--- config.mk ---
export PLATFORM = sky130hd
export DESIGN_NAME = belt_warn_timer
export DESIGN_NICKNAME = d
export VERILOG_FILES = /design/src/rtl/belt_warn_timer.sv
export SDC_FILE = /design/constraint.sdc
export NUM_CORES = 1
export LEC_CHECK = 0
export ABC_AREA = 1
export BUFFER_PORTS_ARGS = -buffer_cell sky130_fd_sc_hd__buf_2
export CORE_UTILIZATION = 40
export CTS_CLUSTER_DIAMETER = 40
export DETAILED_ROUTE_END_ITERATION = 16
export PLACE_DENSITY_LB_ADDON = 0.05
export REMOVE_ABC_BUFFERS = 1
export SLEW_MARGIN = 20
export SYNTH_ARGS = -nofsm -noshare
export SYNTH_HDL_FRONTEND = slang
export SYNTH_SLANG_ARGS = --single-unit
--- constraint.sdc ---
create_clock -name clk_i -period 5.5 [get_ports clk_i]
set_clock_uncertainty 0.1 [all_clocks]
set_input_delay 1.375 -clock clk_i [delete_from_list [all_inputs] [get_ports clk_i]]
set_output_delay 1.375 -clock clk_i [all_outputs]
set_load 0.01 [all_outputs]
--- src/rtl/belt_warn_timer.sv ---
// Seat-belt warning front end: input sync/debounce, 1 s prescaler and warning FSM.
// Optional buzzer drive is compiled in with `define BELT_WARN_BEEP_EN.
module belt_warn_timer #(
    parameter int CLK_DIV   = 50_000_000,
    parameter int DEB_LEN   = 16,
    parameter int WARN_SEC  = 5,
    parameter int ALERT_SEC = 30
) (
    input  logic       clk_i,
    input  logic       rst_i,
    input  logic       p_i,
    input  logic       ns_i,
    input  logic       k_i,
    output logic       t_o,
    output logic [7:0] second_o,
    output logic [1:0] state_o,
    output logic       beep_o
);

    localparam int DW = $clog2(DEB_LEN + 1);
    localparam int PW = $clog2(CLK_DIV);
    localparam logic [7:0] WARN_S = 8'(WARN_SEC);
    localparam logic [7:0] END_S  = 8'(WARN_SEC + ALERT_SEC);

    typedef enum logic [1:0] {
        IDLE  = 2'b00,
        ARMED = 2'b01,
        ALERT = 2'b10,
        HOLD  = 2'b11
    } state_t;

    state_t state, state_nxt;

    logic [2:0]    raw, s1, s2, deb, deb_nxt;
    logic [DW-1:0] deb_cnt [3];
    logic [DW-1:0] cnt_nxt [3];
    logic          cond;

    assign raw = {p_i, ns_i, k_i};

    always_comb begin
        for (int i = 0; i < 3; i++) begin
            deb_nxt[i] = deb[i];
            cnt_nxt[i] = '0;
            if (s2[i] != deb[i]) begin
                if (deb_cnt[i] == DW'(DEB_LEN - 1)) deb_nxt[i] = s2[i];
                else                                cnt_nxt[i] = deb_cnt[i] + 1'b1;
            end
        end
    end

    always_ff @(posedge clk_i or posedge rst_i) begin
        if (rst_i) begin
            s1  <= '0;
            s2  <= '0;
            deb <= '0;
            for (int i = 0; i < 3; i++) deb_cnt[i] <= '0;
        end else begin
            s1  <= raw;
            s2  <= s1;
            deb <= deb_nxt;
            for (int i = 0; i < 3; i++) deb_cnt[i] <= cnt_nxt[i];
        end
    end

    // The FSM acts on the level being accepted this edge, so it moves on the same edge.
    assign cond = &deb_nxt;

    logic [PW-1:0] pre_cnt;
    logic          sec_tick;

    assign sec_tick = (pre_cnt == PW'(CLK_DIV - 1));

    always_ff @(posedge clk_i or posedge rst_i) begin
        if (rst_i)                pre_cnt <= '0;
        else if (state == IDLE)   pre_cnt <= '0;
        else if (sec_tick)        pre_cnt <= '0;
        else                      pre_cnt <= pre_cnt + 1'b1;
    end

    logic [7:0] sec_inc, second_nxt;
    logic       t_nxt;

    assign sec_inc = (second_o == 8'hFF) ? 8'hFF : second_o + 8'd1;

    always_ff @(posedge clk_i or posedge rst_i) begin
        if (rst_i) begin
            state    <= IDLE;
            t_o      <= 1'b0;
            second_o <= 8'd0;
        end else begin
            state    <= state_nxt;
            t_o      <= t_nxt;
            second_o <= second_nxt;
        end
    end

    // A dropped cond always wins over a coincident tick.
    always_comb begin
        state_nxt = state;
        case (state)
            IDLE:  if (cond) state_nxt = ARMED;
            ARMED: begin
                if (!cond) state_nxt = IDLE;
                else if (WARN_SEC == 0 || (sec_tick && sec_inc == WARN_S)) state_nxt = ALERT;
            end
            ALERT: begin
                if (!cond) state_nxt = IDLE;
                else if (sec_tick && sec_inc == END_S) state_nxt = HOLD;
            end
            HOLD:  if (!cond) state_nxt = IDLE;
            default: state_nxt = IDLE;
        endcase
    end

    always_comb begin
        second_nxt = second_o;
        t_nxt      = (state_nxt == ALERT);
        if (state_nxt == IDLE)
            second_nxt = 8'd0;
        else if ((state == ARMED || state == ALERT) && sec_tick)
            second_nxt = sec_inc;
    end

    assign state_o = state;

`ifdef BELT_WARN_BEEP_EN
    logic half_tick, beep_nxt;

    assign half_tick = sec_tick || (pre_cnt == PW'(CLK_DIV / 2 - 1));

    always_comb begin
        beep_nxt = 1'b0;
        if (state_nxt == ALERT) begin
            if (state != ALERT) beep_nxt = 1'b1;
            else if (half_tick) beep_nxt = ~beep_o;
            else                beep_nxt = beep_o;
        end
    end

    always_ff @(posedge clk_i or posedge rst_i) begin
        if (rst_i) beep_o <= 1'b0;
        else       beep_o <= beep_nxt;
    end
`else
    assign beep_o = 1'b0;
`endif

endmodule

## After elaboration in Yosys (flattened, before gate mapping)

Index checks and enable logic that the tools add are counted.

| storage, ports and cells | value |
|---|---|
| register bits after elaboration | 61 |
| memory bits (writable) | 0 |
| memory bits (read-only) | 0 |
| output and inout bits | 12 |
| input port bits | 5 |
| memories | 0 |
| word-level logic and storage cells | 61 |
| bits in latches | 0 |

| cells by class | value |
|---|---|
| bitwise logic cells | 0 |
| order comparisons | 0 |
| $mul | 0 |
| equality and inequality tests | 14 |
| mux-type cells | 24 |
| reductions and logical operators | 8 |
| div/mod/pow operators | 0 |
| $add $sub $neg | 5 |
| shift-type cells | 0 |

Operators with widths:

| kind | number |
|---|---|
| $mux W26 | 2 |
| $mux W5 | 6 |
| $add A26 B1 Y26 const B | 1 |
| $eq A26 B26 Y1 const B | 1 |
| $mux W8 | 3 |
| $add A5 B1 Y5 const B | 3 |
| $eq A5 B4 Y1 const B | 3 |
| $mux W2 | 6 |
| $add A8 B1 Y8 const B | 1 |
| $eq A8 B3 Y1 const B | 1 |
| $eq A8 B6 Y1 const B | 1 |
| $eq A8 B8 Y1 const B | 1 |
| $pmux W2 S4 | 1 |
| $eq A2 B2 Y1 const B | 3 |
| $mux W1 | 6 |
| $logic_not A2 Y1 | 2 |
| $logic_and A1 B1 Y1 | 3 |
| $ne A1 B1 Y1 | 3 |
| $reduce_and A3 Y1 | 1 |
| $eq A2 B1 Y1 const B | 1 |
| $reduce_bool A2 Y1 | 1 |
| $logic_or A1 B1 Y1 | 1 |

## Longest topological paths before layout

| depth | value |
|---|---|
| depth after elaboration | 9 |
| gate-level depth with buffers | 16 |
| mapped depth without buffers | 16 |

## Worst setup path after synthesis

No wires, ideal clock.

| path | value |
|---|---|
| path type | reg2reg |
| start point | reg second_o[0] |
| end point | reg second_o[0] |
| data arrival time | 1.770 ns |
| setup slack | 3.509 ns |
| required time | 5.279 ns |
| stages on the path, launching flop included | 16 |
| setup time | 0.121 ns |
| clock period less this slack | 1.991 ns |
| buffers on the path | 0 |
| cells stage by stage | dfrtp_1 ha_1 nand3_2 inv_1 nand2_2 inv_2 nor2_1 nand2_1 nor2_1 nand3_1 nand2_1 nand2_1 nand3_1 nand2_2 nor2_4 nor2_1 |

| between the ends | value |
|---|---|
| word-level cells in the longest chain between the ends | 9 |
| elaborated cells on any way between the ends | 16 |
| classes of those cells | add/sub (1); eq/ne (3); mux (8); reduce/logical (4) |

Ends and longest elaborated chain:

| what | line | source |
|---|---|---|
| start: declaration | 15 | `output logic [7:0] second_o,` |
| start signal: assignment | 94 | `second_o <= second_nxt;` |
| $add A8 B1 Y8 or $eq A8 B8 Y1 (tied branches) | 84 | `assign sec_inc = (second_o == 8'hFF) ? 8'hFF : second_o + 8'd1;` |
| $mux W8 (*) | 84 |  |
| $eq A8 B6 Y1 or $eq A8 B3 Y1 (tied branches) | 109, 105 |  |
| $logic_and A1 B1 Y1, on equally long branches | 109, 105 |  |
| $mux W2, on equally long branches | 109, 105 |  |
| $mux W2, on equally long branches | 108, 104 |  |
| $pmux W2 S4 (*) | 101 | `case (state)` |
| via state_nxt[0] | 32 | `state_t state, state_nxt;` |
| $logic_not A2 Y1 (*) | 119 | `if (state_nxt == IDLE)` |
| $mux W8 or $reduce_bool A2 Y1 (tied branches) | n/a |  |

Mark *: on every way through the listed nets, which the timed path passes. The rest lies on a longest branch. The select of a mux whose other input is x is not followed.
A chain may end at the register's enable or synchronous reset.

## Worst setup path in the final report

| path | value |
|---|---|
| start point | reg second_o[3] |
| end point | out second_o[3] |

No word-level cell between the ends.

==> results.yml <==
run_status:
  outcome: "finished, final reports clean"
floorplanning:
  die_width_um: 90.6
  dieArea_mm2: 0.00820
  core_mm2: 0.00741
  die_h_um: 90.6
  io_pins: 17
  start_util_pct: 42.3
  row_count: 31
synthesis:
  yosysMostFrequentCell: "nand2_1"
  synth_edf_count: 0
  synth_warnings: 0
  synthCells: 378
  synth.top_cell.area_share_pct: 48.7
  synth_common_cells: "64 x nand2_1, 62 x nor2_1, 61 x dfrtp_1"
  synthTopCellsByArea: "dfrtp_1 49%, nand2_1 7.7%, nor2_1 7.4%"
  ys_seq_area_share_pct: 48.7
  synth.largest_area_cell: "dfrtp_1"
  synthFlopType: "dfrtp_1"
  synth_area_per_cell_um2: 8.30
  syn-cell-area_mm2: 0.00314
  ys_ff_latch: 61
  ys_types: 33
  async_flop_share_pct: 100
route:
  num_vias: 2375
  totalWireLength_um: 5950
  first_iter_violations: 82
  ant_nets: 0
  firstDrtPassIters: 5
  wire_per_inst_um: 11.8
  post-route-drc-count: 0
  via_per_inst: 4.70
worst_setup_path:
  r2r_end: "pre_cnt[16]"
  cp-end-kind: "output pin"
  path_depth: 1
  cp_max_fo: 6
  slowest_stage: "dfrtp_1"
  timing.rr.start: "pre_cnt[0]"
  rrSetupSlack_ns: 3.12
  worst-path-buf-inv: 1
  crit_type: "reg2out"
  critPathTopFamily: "flip-flops"
  cp.arrival_ns: 0.95
  slowest_delay_ns: 0.45
  crit_path_cell_trace: "buf_2"
  worst-r2r-cell-count: 10
  cp.required_ns: 4.03
  critPathLaunchType: "register"
global_route:
  grt_use_met3_pct: 5.56
  grt_max_degree: 62
  top_usage_layer: "met2"
  grtUsageMet2_pct: 26.2
  grt_pass1_wl_um: 10700
  met1_usage_pct: 21.4
  grt_antenna_before_repair: 0
  grt_use_total_pct: 16.6
  grt_pass1_vias: 2299
  global_route.overflow_total: 0
sta:
  finalSetupViolCount: 0
  final_max_slew_viol_count: 0
  hold_viol: 0
  min_period_ns: 2.42
  setup-tns-final_ns: 0
  clock.fmax_ghz: 0.412
  period_share_pct: 44.1
  postLayoutSetupSlackWorst_ns: 3.08
  tightestPinTransition_ns: 0.769
  rsz0062_at_grt: "no"
  slew_headroom_pct: 48.7
clocking:
  cts_buffer_depth: 2
  numCtsBuffers: 9
  clock-root-buffer: "clkbuf_8"
  cts.sinks: 61
  cts_tree: "built"
  ctsResizeCount: 0
  holdBufCountCts: 0
  clk_pin_slew_ns: 0.07
  htreeDepth: 3
  insertion_delay_ns: 0.33
  post_cts.repair.setup_buffers: 0
pwr:
  p_leak_uw: 0.00170
  vdd_ir_drop_max_mv: 0.195
  power_uw: 938
  p_per_area_mw_per_mm2: 264
place:
  dp_cells: 489
  dp_hpwl_um: 4200
  io_buffers: 15
  place_ws_ns: 3.08
  routabilityCongestion: 0.804
finish:
  seq_area_mm2: 0.00153
  final_nets: 416
  num-fill-cells: 736
  num_antenna_cells: 0
  drive_above_1_share_pct: 14.0
  area_growth_syn_to_layout_pct: 13.1
  stdcell_count: 505
  multi_input_area_mm2: 0.00137
min_path:
  min-delay-start: "s1[2]"
  holdCritPathClass: "reg2reg"
  worst_hold_path.endpoint: "s2[2]"
  min_path_cells: 0
run:
  drv_cap: 0
kinds of logic after synthesis:
family,synth area share [%]
AO/OA/AOI/OAI,6.58
XOR/XNOR,5.03
buffers and inverters,7.62
flip-flops,48.7
adder cells (fa/ha/maj),3.99
AND/OR/NAND/NOR,27.2
other,0.120
multiplexers,0.798
power breakdown:
part,internal [µW],switching (µW)
logic,6.38,15.3
registers,456,5.01
clock network,281,175
metal layers:
layer  vias up  part of all wire (%)
met5         -                     0
met4         0                   1.5
met3         7                   4.0
met2        35                    45
met1      1097                    49
li1       1236                     -
sequential cells by signal, summed over array words and instances, names as in the netlist:
signal,count
deb,3
deb_cnt,15
pre_cnt,26
s1,3
s2,3
second_o,8
state_o,2
t_o,1
cell type report:
type,instances,area share (%)
tap,99,3.49
inverter,58,6.14
timing repair buffer,16,2.33
multi-input combinational,255,38.6
sequential,61,43.0
clock inverter,3,1.90
clock buffer,13,4.48
per-stage QoR:
step / area [µm²] / hold slack [ns] / util, %
6_report: 3550 / 0.260 / 47.9
5_1_grt: 3550 / 0.275 / 47.9
4_1_cts: 3550 / 0.264 / 47.9
3_5_place_dp: 3320 / 0.240 / 44.8
3_3_place_gp: 3320 / 0.232 / 44.8
2_1_floorplan: 3120 / 0.231 / -
worst max path at each step:
stage	start	endpoint	slack (ns)
floorplan	rst_i	deb[0]	2.51
global placement	second_o[0]	second_o[0]	3.16
detailed placement	pre_cnt[0]	pre_cnt[16]	3.08
CTS	second_o[3]	second_o[3]	3.05
global route	pre_cnt[0]	pre_cnt[16]	2.86
finish	second_o[3]	second_o[3]	3.08
cells in the final DEF, fill, tap and decap left out, types with 2 or more instances in the layout:
| master | count |
|---|---|
| a21oi_1 | 14 |
| and3_1 | 2 |
| buf_2 | 15 |
| bufinv_16 | 2 |
| clkbuf_1 | 2 |
| clkbuf_8 | 11 |
| dfrtp_1 | 61 |
| ha_1 | 10 |
| inv_1 | 55 |
| inv_2 | 2 |
| nand2_1 | 64 |
| nand2_2 | 9 |
| nand3_1 | 16 |
| nand3_2 | 4 |
| nand4_1 | 8 |
| nor2_1 | 62 |
| nor2_2 | 6 |
| nor2_4 | 2 |
| nor3_1 | 6 |
| nor3_2 | 2 |
| o21ai_0 | 21 |
| o21ai_1 | 2 |
| xnor2_1 | 6 |
| xor2_1 | 12 |
Power figures use the tool's default switching activity.
